$ cat src/rtl/pipe_flow_ctrl.sv
// Valid/allowin flow controller for a 5-stage MIPS pipeline (IF, ID, EX, MEM, WB).
// Drives pipe-register load enables, inserts load-use and MDU bubbles, squashes on redirect.

module pipe_flow_ctrl #(
  parameter int MDU_LAT = 4,
  parameter int CNT_W   = 6,
  parameter int PERF_W  = 32
) (
  input  logic              clk,
  input  logic              rst,
  input  logic              if_valid_in,
  input  logic [4:0]        id_rsc,
  input  logic [4:0]        id_rtc,
  input  logic              id_use_rs,
  input  logic              id_use_rt,
  input  logic              id_is_mdu,
  input  logic              ex_is_load,
  input  logic [4:0]        ex_wdc,
  input  logic              exc_flush,
  output logic              pc_we,
  output logic              id_allowin,
  output logic              ex_allowin,
  output logic              mem_allowin,
  output logic              id_valid,
  output logic              ex_valid,
  output logic              mem_valid,
  output logic              wb_valid,
  output logic              mdu_busy,
  output logic [PERF_W-1:0] stall_cycles
);

  // An MDU op spends MDU_LAT cycles in EX, so the counter starts one short.
  localparam logic [CNT_W-1:0] MDU_LOAD = CNT_W'(MDU_LAT - 1);

  logic              id_valid_q, id_valid_d;
  logic              ex_valid_q, ex_valid_d;
  logic              mem_valid_q, mem_valid_d;
  logic              wb_valid_q, wb_valid_d;
  logic [CNT_W-1:0]  mdu_cnt_q, mdu_cnt_d;
  logic              ex_mdu_q, ex_mdu_d;
  logic [PERF_W-1:0] stall_q, stall_d;

  logic load_use;
  logic id_ready_go;
  logic ex_ready_go;
  logic mem_ready_go;
  logic wb_allowin;
  logic id_to_ex;

  // Only an EX load can stall ID; MEM/WB producers are covered by forwarding.
  assign load_use = id_valid_q && ex_valid_q && ex_is_load && (ex_wdc != 5'd0) &&
                    ((id_use_rs && (id_rsc == ex_wdc)) || (id_use_rt && (id_rtc == ex_wdc)));

  assign mdu_busy     = ex_mdu_q && (mdu_cnt_q != '0);
  assign id_ready_go  = !load_use;
  assign ex_ready_go  = !mdu_busy;
  assign mem_ready_go = 1'b1;
  assign wb_allowin   = 1'b1;

  assign mem_allowin = !mem_valid_q || (mem_ready_go && wb_allowin);
  assign ex_allowin  = !ex_valid_q  || (ex_ready_go  && mem_allowin);
  assign id_allowin  = !id_valid_q  || (id_ready_go  && ex_allowin);
  assign pc_we       = (if_valid_in && id_allowin) || exc_flush;

  assign id_to_ex = id_valid_q && id_ready_go;

  always_comb begin
    // NOTE: every _d gets its hold value first so no path through this block infers a latch.
    id_valid_d  = id_valid_q;
    ex_valid_d  = ex_valid_q;
    mem_valid_d = mem_valid_q;
    wb_valid_d  = wb_valid_q;
    mdu_cnt_d   = mdu_cnt_q;
    ex_mdu_d    = ex_mdu_q;
    stall_d     = stall_q;

    // WB always accepts, so the instruction in MEM retires even on a redirect.
    if (wb_allowin) begin
      wb_valid_d = mem_valid_q && mem_ready_go;
    end

    if (exc_flush) begin
      id_valid_d  = 1'b0;
      ex_valid_d  = 1'b0;
      mem_valid_d = 1'b0;
      mdu_cnt_d   = '0;
      ex_mdu_d    = 1'b0;
    end else begin
      if (id_allowin) begin
        id_valid_d = if_valid_in;
      end

      if (ex_allowin) begin
        ex_valid_d = id_to_ex;
        ex_mdu_d   = id_to_ex && id_is_mdu;
        mdu_cnt_d  = (id_to_ex && id_is_mdu) ? MDU_LOAD : '0;
      end else if (mdu_cnt_q != '0) begin
        mdu_cnt_d = mdu_cnt_q - CNT_W'(1);
      end

      if (mem_allowin) begin
        mem_valid_d = ex_valid_q && ex_ready_go;
      end

      if (id_valid_q && !id_allowin) begin
        stall_d = stall_q + PERF_W'(1);
      end
    end
  end

  always_ff @(posedge clk) begin
    // NOTE: state registers use non-blocking assignments so every flop samples pre-edge values.
    if (rst) begin
      id_valid_q  <= 1'b0;
      ex_valid_q  <= 1'b0;
      mem_valid_q <= 1'b0;
      wb_valid_q  <= 1'b0;
      mdu_cnt_q   <= '0;
      ex_mdu_q    <= 1'b0;
      stall_q     <= '0;
    end else begin
      id_valid_q  <= id_valid_d;
      ex_valid_q  <= ex_valid_d;
      mem_valid_q <= mem_valid_d;
      wb_valid_q  <= wb_valid_d;
      mdu_cnt_q   <= mdu_cnt_d;
      ex_mdu_q    <= ex_mdu_d;
      stall_q     <= stall_d;
    end
  end

  assign id_valid     = id_valid_q;
  assign ex_valid     = ex_valid_q;
  assign mem_valid    = mem_valid_q;
  assign wb_valid     = wb_valid_q;
  assign stall_cycles = stall_q;

endmodule

$ cat config.mk
export PLATFORM = sky130hd
export DESIGN_NAME = pipe_flow_ctrl
export DESIGN_NICKNAME = d
export VERILOG_FILES = /design/src/rtl/pipe_flow_ctrl.sv
export SDC_FILE = /design/constraint.sdc
export NUM_CORES = 1
export LEC_CHECK = 0
export BUFFER_PORTS_ARGS = -buffer_cell sky130_fd_sc_hd__buf_2
export CAP_MARGIN = 25
export CORE_ASPECT_RATIO = 0.7
export CORE_UTILIZATION = 51
export DETAILED_ROUTE_END_ITERATION = 7
export PLACE_DENSITY = 0.82
export SLEW_MARGIN = 10
export SYNTH_ARGS = -nofsm -noshare
export SYNTH_HDL_FRONTEND = slang
export SYNTH_SLANG_ARGS = --single-unit
$ cat constraint.sdc
create_clock -name clk -period 2.45 [get_ports clk]
set_clock_uncertainty 0.15 [all_clocks]
set_input_delay 0.245 -clock clk [delete_from_list [all_inputs] [get_ports clk]]
set_output_delay 0.245 -clock clk [all_outputs]
set_load 0.01 [all_outputs]
== Word level (Yosys, flattened, before mapping) ==
Cells that the tools add are included.
Word-level totals
  register bits: 43
  word-level logic and storage cells: 42
  output and inout bits: 41
Operators by class
  eq/ne operators: 2
  add/subtract/negate cells: 2
  bitwise gates (word level): 1
  mux-type cells: 3
  reductions and logical operators: 27
Operators with widths (count)
  $add A32 B1 Y32 const B: 1
  $logic_and A1 B1 Y1: 13
  $mux W6: 2
  $eq A5 B5 Y1: 2
  $reduce_bool A6 Y1: 1
  $sub A6 B1 Y6 const B: 1
  $logic_not A1 Y1: 5
  $reduce_bool A5 Y1: 1
  $logic_or A1 B1 Y1: 4
  $mux W2: 1
  $reduce_and A2 Y1: 1
  $reduce_bool A2 Y1: 1
  $reduce_or A2 Y1: 1
  $not A1 Y1: 1

== Logic depth before layout (Yosys ltp) ==
Gate-level depths: netlist of the first run.
  depth after elaboration: 10
  depth in mapped cells: 9
  mapped depth without buffers: 7

== Least setup slack after synthesis of the first run ==
Ideal clock, no wire load.
  kind: reg-to-output
  start point: reg mdu_cnt_q[0]
  end point: out pc_we
  cell stages (with the launch flop): 9
  setup slack: 296 ps
  data arrival time: 1759 ps
  required time: 2055 ps
  cells stage by stage: dfxtp_1 inv_1 ha_1 nand2_1 o31a_1 a21oi_2 buf_2 or2_2 a21o_1
Between the ends
  cells in the longest elaborated chain, start to end: 8
RTL lines
  start: declaration: RTL line 39  | logic [CNT_W-1:0] mdu_cnt_q, mdu_cnt_d;
  start signal: assignment: RTL line 126  | mdu_cnt_q <= mdu_cnt_d;
  $reduce_bool A6 Y1: RTL line 54  | assign mdu_busy = ex_mdu_q && (mdu_cnt_q != '0);
  $logic_and A1 B1 Y1: RTL line 54
  net mdu_busy: RTL line 28  | output logic mdu_busy,
  $logic_not A1 Y1: RTL line 56  | assign ex_ready_go = !mdu_busy;
  $logic_or A1 B1 Y1: RTL line 61  | assign ex_allowin = !ex_valid_q || (ex_ready_go && mem_allowin);
  $logic_and A1 B1 Y1: RTL line 62  | assign id_allowin = !id_valid_q || (id_ready_go && ex_allowin);
  $logic_or A1 B1 Y1: RTL line 62
  net id_allowin: RTL line 21  | output logic id_allowin,
  $logic_and A1 B1 Y1: RTL line 63  | assign pc_we = (if_valid_in && id_allowin) || exc_flush;
  $logic_or A1 B1 Y1: RTL line 63
  end: declaration: RTL line 20  | output logic pc_we,
The timed path passes the listed nets, and every way through them passes these cells.

== Final worst setup path of the first run ==
  start point: reg mdu_cnt_q[0]
  end point: out pc_we
Between the ends
  cells in the longest elaborated chain, start to end: 8
RTL lines (RTL line)
  $reduce_bool A6 Y1: 54
  $logic_and A1 B1 Y1: 54
  $logic_not A1 Y1: 56
  $logic_or A1 B1 Y1: 61
  $logic_and A1 B1 Y1: 62
  $logic_or A1 B1 Y1: 62
  $logic_and A1 B1 Y1: 63
  $logic_or A1 B1 Y1: 63
No other way between the ends.

==> results.md, run 1 <==
| Stage | Parameter | Reported |
|---|---|---|
| synth | Warnings, synthesis | 0 |
| drt | Wire length after detailed routing | 5220 um |
| drt | Detailed Route Iter0 Violations | 113 |
| status | Run status | finished clean |
| final layout | Antenna cells | 0 |
| die | Floorplan die area | 4630 um^2 |
| setup path | Setup slack on the worst flop-to-flop path | 0.20 ns |
| final layout | Signed area change from the synthesized netlist to the final layout | 20.6% |
| timing | Share of the cycle needed by the critical path after routing | 94.9% |
| drt | Pre-antenna DRT Iters | 4 |
| hold path | Class of the most critical hold timing path | input pin to flop |
| clock network | Clock tree root buffer cell | sky130_fd_sc_hd__clkbuf_8 |
| clock network | Clock tree buffer depth | 2 |
| synth | Fraction of the yosys area taken by sequential cells | 38.8% |
| die | Chip height | 57.2 um |
| synth | Syn Area/Cell | 8.57 um^2 |
| synth | Proportion of register bits with asynchronous set or reset after synthesis | 0% |
| setup path | Kind of start point of the critical path | flop |
| pwr | Leakage dissipation | 0.00103 uW |
| global routing | Congestion Overflow GR | 0 |
| die | Horiz. Die Dim | 80.9 um |
| timing | Setup total negative slack | 0 ns |
| final layout | Most frequent standard cell in the layout excluding fill and tap cells | sky130_fd_sc_hd__buf_2 |
| timing | Final slew viol count | 0 |
| clock network | H-tree level count | 2 |
| die | Placeable core region | 4040 um^2 |
| global routing | Wire length of the first global-routing pass | 8800 um |
| timing | Worst slew margin | 58.0% |
| place | GPL Wtd Cong | 0.789 |
| timing | Worst slew pin tran | 0.629 ns |
| synth | Primary flip-flop cell chosen by synthesis mapping | sky130_fd_sc_hd__dfxtp_1 |
| synth | Count of flip-flops with a built-in enable after synthesis | 0 |
| final layout | Final instance area | 2680 um^2 |
| timing | Hold Fails Final Rpt | 0 |
| die | Effective utilization at floorplan | 55.0% |
| clock network | CTS sink cnt | 43 |
| setup path | Maximum fanout count along the critical path | 3 |
| drt | Ratio of routed vias to standard cells | 5.97 |
| clock network | Worst-path clk slew | 0.09 ns |
| setup path | Sort of element at the end of the critical path | output pin |
| place | Dpl hpwl | 3770 um |
| global routing | Via count of the first global-routing pass | 1929 |
| drt | Wire length per cell | 14.0 um |
| place | Cell count after placement | 363 |
| place | Placed Area | 2570 um^2 |
| synth | Post-synth net total | 284 |
| final layout | Post-Layout Cell Count | 373 |
| timing | Post-layout min period | 2.33 ns |
| final layout | Fraction of layout cells with a size suffix above 1 | 26.5% |
| global routing | GRT Resource Usage Total | 24.3% |
| drt | Total number of vias | 2228 |
| timing | Number of setup violations in the final report | 0 |
| flow run | Number of max-cap violations | 0 |
| clock network | Hold bufs inserted after CTS | 0 |
| drt | DRC errors left | 0 |
| global routing | Largest net degree at the start of global routing | 41 |
| pwr | Peak ir drop on the vdd network | 305 uV |
| setup path | Data required time of the worst path | 2.06 ns |
| pwr | Total power per unit cell area | 462 nW/um^2 |
| synth | Number of distinct standard cells referenced by the synthesized netlist | 39 |
| timing | Fmax | 430 MHz |
| setup path | Data arrival at the endpoint of the critical path | 1.93 ns |
| final layout | Commonest non-fill, non-tap cells in the layout | 62 x sky130_fd_sc_hd__buf_2, 42 x sky130_fd_sc_hd__dfxtp_1, 34 x sky130_fd_sc_hd__a21oi_1 |
| drt | Antenna-violating nets left | 0 |
| clock network | Number of clock buffers inserted by TritonCTS | 5 |
| synth | Post-Synthesis Cells | 259 |
| die | Num rows | 19 |
| clock network | Clock latency on the worst-skew pair | 0.30 ns |
| final layout | Final net count | 345 |
| clock network | TritonCTS clock tree | yes |
| setup path | Setup CP Type | flop to output pin |
| die | # IOs | 64 |
| synth | #FFs+latches synth | 43 |
| place | Number of buffers added on ports | 62 |
| synth | Post-synthesis instance area | 2220 um^2 |
| final layout | Fill cell total of the finished layout | 333 |
| global routing | Number of antenna violations at the first check in global routing | 0 |
## cell type report
cell class                 count  area (um^2)  area share [%]
inverter                       5         18.8           0.701
multi-input combinational    196         1250            46.8
clock buffer                   5         68.8            2.57
tap                           52         65.1            2.43
clock inverter                 3         23.8           0.887
timing repair buffer          69          388            14.5
sequential                    43          862            32.2
## kinds of logic (layout without fill, tap and decap cells)
family	Yosys count	count (layout)	share of synthesized area [%]
simple gates	104	104	28.1
compound gates	74	74	21.0
flops	43	43	38.8
buf+inv	20	82	4.84
xor+xnor	14	14	5.52
fa+ha+maj	2	2	1.13
other cells	1	1	0.169
mux	1	1	0.451
## synthesized netlist by cell type, drive strengths merged (2+ instances only)
| cell type | number | share of area [%] |
|---|---|---|
| xnor2 | 12 | 4.7 |
| and4 | 6 | 2.4 |
| dfxtp | 43 | 39 |
| inv | 5 | 0.85 |
| and3 | 5 | 1.5 |
| buf | 9 | 3.0 |
| ha | 2 | 1.1 |
| and2 | 2 | 0.56 |
| o21ai | 7 | 1.6 |
| xor2 | 2 | 0.79 |
| or2 | 2 | 0.56 |
| a21oi | 35 | 8.1 |
| or3 | 7 | 2.0 |
| clkbuf | 6 | 1.0 |
| nand2 | 20 | 3.4 |
| nor2 | 10 | 1.7 |
| or4 | 24 | 8.1 |
| nand3 | 14 | 3.2 |
| nand4 | 10 | 3.5 |
| o31ai | 26 | 8.8 |
## state kept, by name, indices dropped and copies added, names as in the netlist
signal / flops
stall_cycles: 32
mdu_cnt_q: 6
ex_mdu_q: 1
ex_valid: 1
id_valid: 1
mem_valid: 1
wb_valid: 1
## critical path, stage by stage, from the launching register on
cell and delay [ns]:
sky130_fd_sc_hd__dfxtp_2 0.35, sky130_fd_sc_hd__inv_1 0.05, sky130_fd_sc_hd__ha_1 0.21, sky130_fd_sc_hd__nand2_1 0.10, sky130_fd_sc_hd__o31a_1 0.19, sky130_fd_sc_hd__a21oi_2 0.08, sky130_fd_sc_hd__or2_2 0.33, sky130_fd_sc_hd__a21o_1 0.18
sky130_fd_sc_hd__buf_2 0.13
## what timing repair did
item / CTS / global route
pin swaps: 1 / 1
buffers inserted: 1 / 1
gates resized for setup: 0 / 1
setup endpoints to repair: 1 / 1
## metal layers
metal / GRT usage [%] / part of all wire, % / vias up
met1: 35.8 / 48 / 1040
met3: 5.60 / 6.3 / 2
met4: 4.59 / 0.35 / 0
li1: - / - / 1115
met5: 0 / 0 / -
met2: 36.3 / 46 / 71
## where the power goes
group          internal (uW)  total, uW  switching [uW]  leakage [uW]
Combinational           32.6       70.8            38.3      0.000647
Clock                    204        466             262     0.0000408
Sequential               700        701            1.51      0.000347
Total                    936       1240             302       0.00103
## stage by stage
step / hold WS (ns) / worst slack (ns) / total power [uW] / utilization (%)
after floorplan: 0.224 / 0.296 / 758 / -
after CTS: 0.0362 / 0.0820 / 1250 / 66.1
final: 0.0433 / 0.125 / 1240 / 66.3
after global routing: 0.0336 / -0.0119 / 1290 / 66.3
after global placement: 0.297 / 0.248 / 787 / 63.6
after detailed placement: 0.314 / 0.222 / 788 / 63.6
## final timing paths
check | endpoint | from | cells past startpoint
max | pc_we | mdu_cnt_q[0]$_SDFFE_PP0P_ | 8
min reg2reg | mdu_cnt_q[0]$_SDFFE_PP0P_ | mdu_cnt_q[0]$_SDFFE_PP0P_ | 1
min | id_valid$_SDFFE_PP0P_ | if_valid_in | 3
max reg2reg | stall_cycles[31]$_SDFFE_PP0P_ | stall_cycles[5]$_SDFFE_PP0P_ | 6
Power figures use the tool's default switching activity.
==> inputs of run 2 (changes only) <==
--- a/config.mk
+++ b/config.mk
@@ -8,9 +8,9 @@
 export BUFFER_PORTS_ARGS = -buffer_cell sky130_fd_sc_hd__buf_2
 export CAP_MARGIN = 25
 export CORE_ASPECT_RATIO = 0.7
-export CORE_UTILIZATION = 51
+export CORE_UTILIZATION = 39
 export DETAILED_ROUTE_END_ITERATION = 7
-export PLACE_DENSITY = 0.82
+export PLACE_DENSITY = 0.66
 export SLEW_MARGIN = 10
 export SYNTH_ARGS = -nofsm -noshare
 export SYNTH_HDL_FRONTEND = slang
==> run 2 against run 1 <==
Effect of this change: largest cell class unchanged; highest routed layer unchanged; cell area grew 2.2%; count of clock-buffer cells in the layout grew 1; flip-flop and latch count unchanged; worst hold slack worse by 0.0079 ns.
==> results.md, run 2 (synthesis gave the netlist of run 1 again) <==
| Stage | Parameter | Reported | Change |
|---|---|---|---|
| timing | Setup repair after global routing missed its margin | false |  |
| global routing | GRT Resource Usage Total | 19.0% | -5.2 points |
| final layout | Signed area change from the synthesized netlist to the final layout | 23.3% |  |
| clock network | Hold bufs inserted after CTS | 0 | unchanged |
| drt | Wire length after detailed routing | 5610 um | +7.5% |
| pwr | Total power per unit cell area | 498 nW/um^2 | +7.7% |
| final layout | Antenna cells | 0 | unchanged |
| drt | Total number of vias | 2213 | -0.67% |
| setup path | Kind of start point of the critical path | flop |  |
| status | Run status | finished clean |  |
| setup path | Maximum fanout count along the critical path | 3 | unchanged |
| timing | Share of the cycle needed by the critical path after routing | 93.4% | -1.5 points |
| drt | Pre-antenna DRT Iters | 4 | unchanged |
| setup path | Setup slack on the worst flop-to-flop path | 0.18 ns | -0.02 ns |
| global routing | Wire length of the first global-routing pass | 9070 um | +3.1% |
| clock network | Clock tree buffer depth | 2 | unchanged |
| global routing | Number of antenna violations at the first check in global routing | 0 | unchanged |
| timing | Setup total negative slack | 0 ns | unchanged |
| die | Horiz. Die Dim | 92.2 um | +14% |
| hold path | Class of the most critical hold timing path | input pin to flop |  |
| clock network | Clock latency on the worst-skew pair | 0.30 ns | about the same |
| setup path | Cell with the biggest individual delay on the critical path | sky130_fd_sc_hd__dfxtp_2 |  |
| setup path | Sort of element at the end of the critical path | output pin |  |
| pwr | Total power | 1360 uW | +10% |
| timing | Hold Fails Final Rpt | 0 | unchanged |
| clock network | TritonCTS clock tree | yes |  |
| timing | Fmax | 437 MHz | +1.6% |
| flow run | Number of max-cap violations | 0 | unchanged |
| place | Dpl hpwl | 4080 um | +8.0% |
| drt | Wire length per cell | 14.2 um | +1.8% |
| die | Num rows | 22 | +3 |
| final layout | Commonest non-fill, non-tap cells in the layout | 62 x sky130_fd_sc_hd__buf_2, 41 x sky130_fd_sc_hd__dfxtp_1, 34 x sky130_fd_sc_hd__a21oi_1 |  |
| setup path | Data required time of the worst path | 2.06 ns | about the same |
| clock network | H-tree level count | 2 | unchanged |
| die | Placeable core region | 5370 um^2 | +33% |
| drt | Antenna-violating nets left | 0 | unchanged |
| place | Number of buffers added on ports | 62 | unchanged |
| setup path | Max incr delay on CP | 0.35 ns | about the same |
| clock network | Clock tree root buffer cell | sky130_fd_sc_hd__clkbuf_8 |  |
| final layout | Most frequent standard cell in the layout excluding fill and tap cells | sky130_fd_sc_hd__buf_2 |  |
| setup path | Setup CP Type | flop to output pin |  |
| place | GPL Wtd Cong | 0.767 | -2.9% |
| pwr | Leakage dissipation | 0.00105 uW | +1.8% |
| drt | DRC errors left | 0 | unchanged |
| die | Floorplan die area | 6010 um^2 | +30% |
| final layout | Fraction of layout cells with a size suffix above 1 | 27.6% | +1.2 points |
| final layout | Final net count | 346 | +0.29% |
| timing | Worst slew margin | 56.6% | -1.4 points |
| timing | Final slew viol count | 0 | unchanged |
| global routing | Via count of the first global-routing pass | 1881 | -2.5% |
| global routing | Largest net degree at the start of global routing | 36 | -12% |
| setup path | Data arrival at the endpoint of the critical path | 1.89 ns | -0.04 ns |
| drt | Ratio of routed vias to standard cells | 5.62 | -6.0% |
| global routing | Congestion Overflow GR | 0 | unchanged |
| timing | Number of setup violations in the final report | 0 | unchanged |
| drt | Detailed Route Iter0 Violations | 84 | -26% |
| die | Effective utilization at floorplan | 41.4% | -14 points |
| die | # IOs | 64 | unchanged |
| timing | Post-layout min period | 2.29 ns | -0.0377 ns |
| setup path | Critical path cell sequence | inv_1 > ha_2 > nand2_2 > o31a_1 > a21oi_4 > or2_2 > a21o_1 > buf_2 |  |
| die | Chip height | 65.1 um | +14% |
| clock network | Worst-path clk slew | 0.09 ns | about the same |
| final layout | Largest register FFs | 32 | unchanged |
| pwr | Peak ir drop on the vdd network | 292 uV | -4.1% |
| clock network | CTS sink cnt | 43 | unchanged |
| timing | Worst slew pin tran | 0.650 ns | +0.0210 ns |
| clock network | Number of clock buffers inserted by TritonCTS | 5 | unchanged |
==> run 2: cell type report <==
type                       count  area, um^2
fill                         521        2630
multi-input combinational    196        1260
sequential                    43         863
timing repair buffer          70         383
tap                           72        90.1
clock buffer                   6        82.6
clock inverter                 2        35.0
inverter                       5        18.8
==> run 2: power by group <==
group / switching [uW] / internal, uW / leakage [uW]
combinational: 40.8 / 33.8 / 0.000645
clock: 258 / 330 / 0.0000612
sequential: 0.826 / 700 / 0.000347
total: 299 / 1060 / 0.00105
==> run 2: critical path, delay by kind of cell (launching register included) <==
family | cells | cell delay (ns)
DFF | 1 | 0.35
and+or+nand+nor | 2 | 0.40
adders and majority gates | 1 | 0.20
AOI/OAI and AO/OA | 3 | 0.45
buffers and inverters | 2 | 0.19
==> run 2: timing repair <==
item | CTS | global route
endpoints found under the hold margin | 0 | 0
endpoints found under the setup margin | 1 | 1
pin swaps | 1 | 1
setup buffers | 1 | 0
resized for setup | 0 | 5
==> run 2: per-layer routing <==
layer	global-route usage [%]	up-vias	wire (um)
li1	-	1111	-
met1	27.2	1040	2890
met2	27.9	55	2420
met3	4.98	7	252
met4	5.66	0	51
met5	0	-	0
==> run 2: path summary, 6_finish.rpt <==
check	startpoint	depth (start not counted)	to
worst min register to register	mem_valid$_SDFF_PP0_	1	wb_valid$_SDFF_PP0_
worst min-delay path	if_valid_in	3	id_valid$_SDFFE_PP0P_
worst max register to register	stall_cycles[5]$_SDFFE_PP0P_	5	stall_cycles[21]$_SDFFE_PP0P_
worst max-delay path	mdu_cnt_q[0]$_SDFFE_PP0P_	8	pc_we
==> run 2: metrics by stage <==
step                area (um^2)  utilization, %  worst slack [ns]  hold slack, ns  instances
CTS                        2720            50.7            0.0372          0.0309        394
floorplan                  2220               -             0.296           0.224        259
finish                     2740            51.0             0.163          0.0355        394
global placement           2600            48.4             0.269           0.293        385
global route               2740            51.0            0.0429          0.0291        394
detailed placement         2600            48.4             0.228           0.304        385
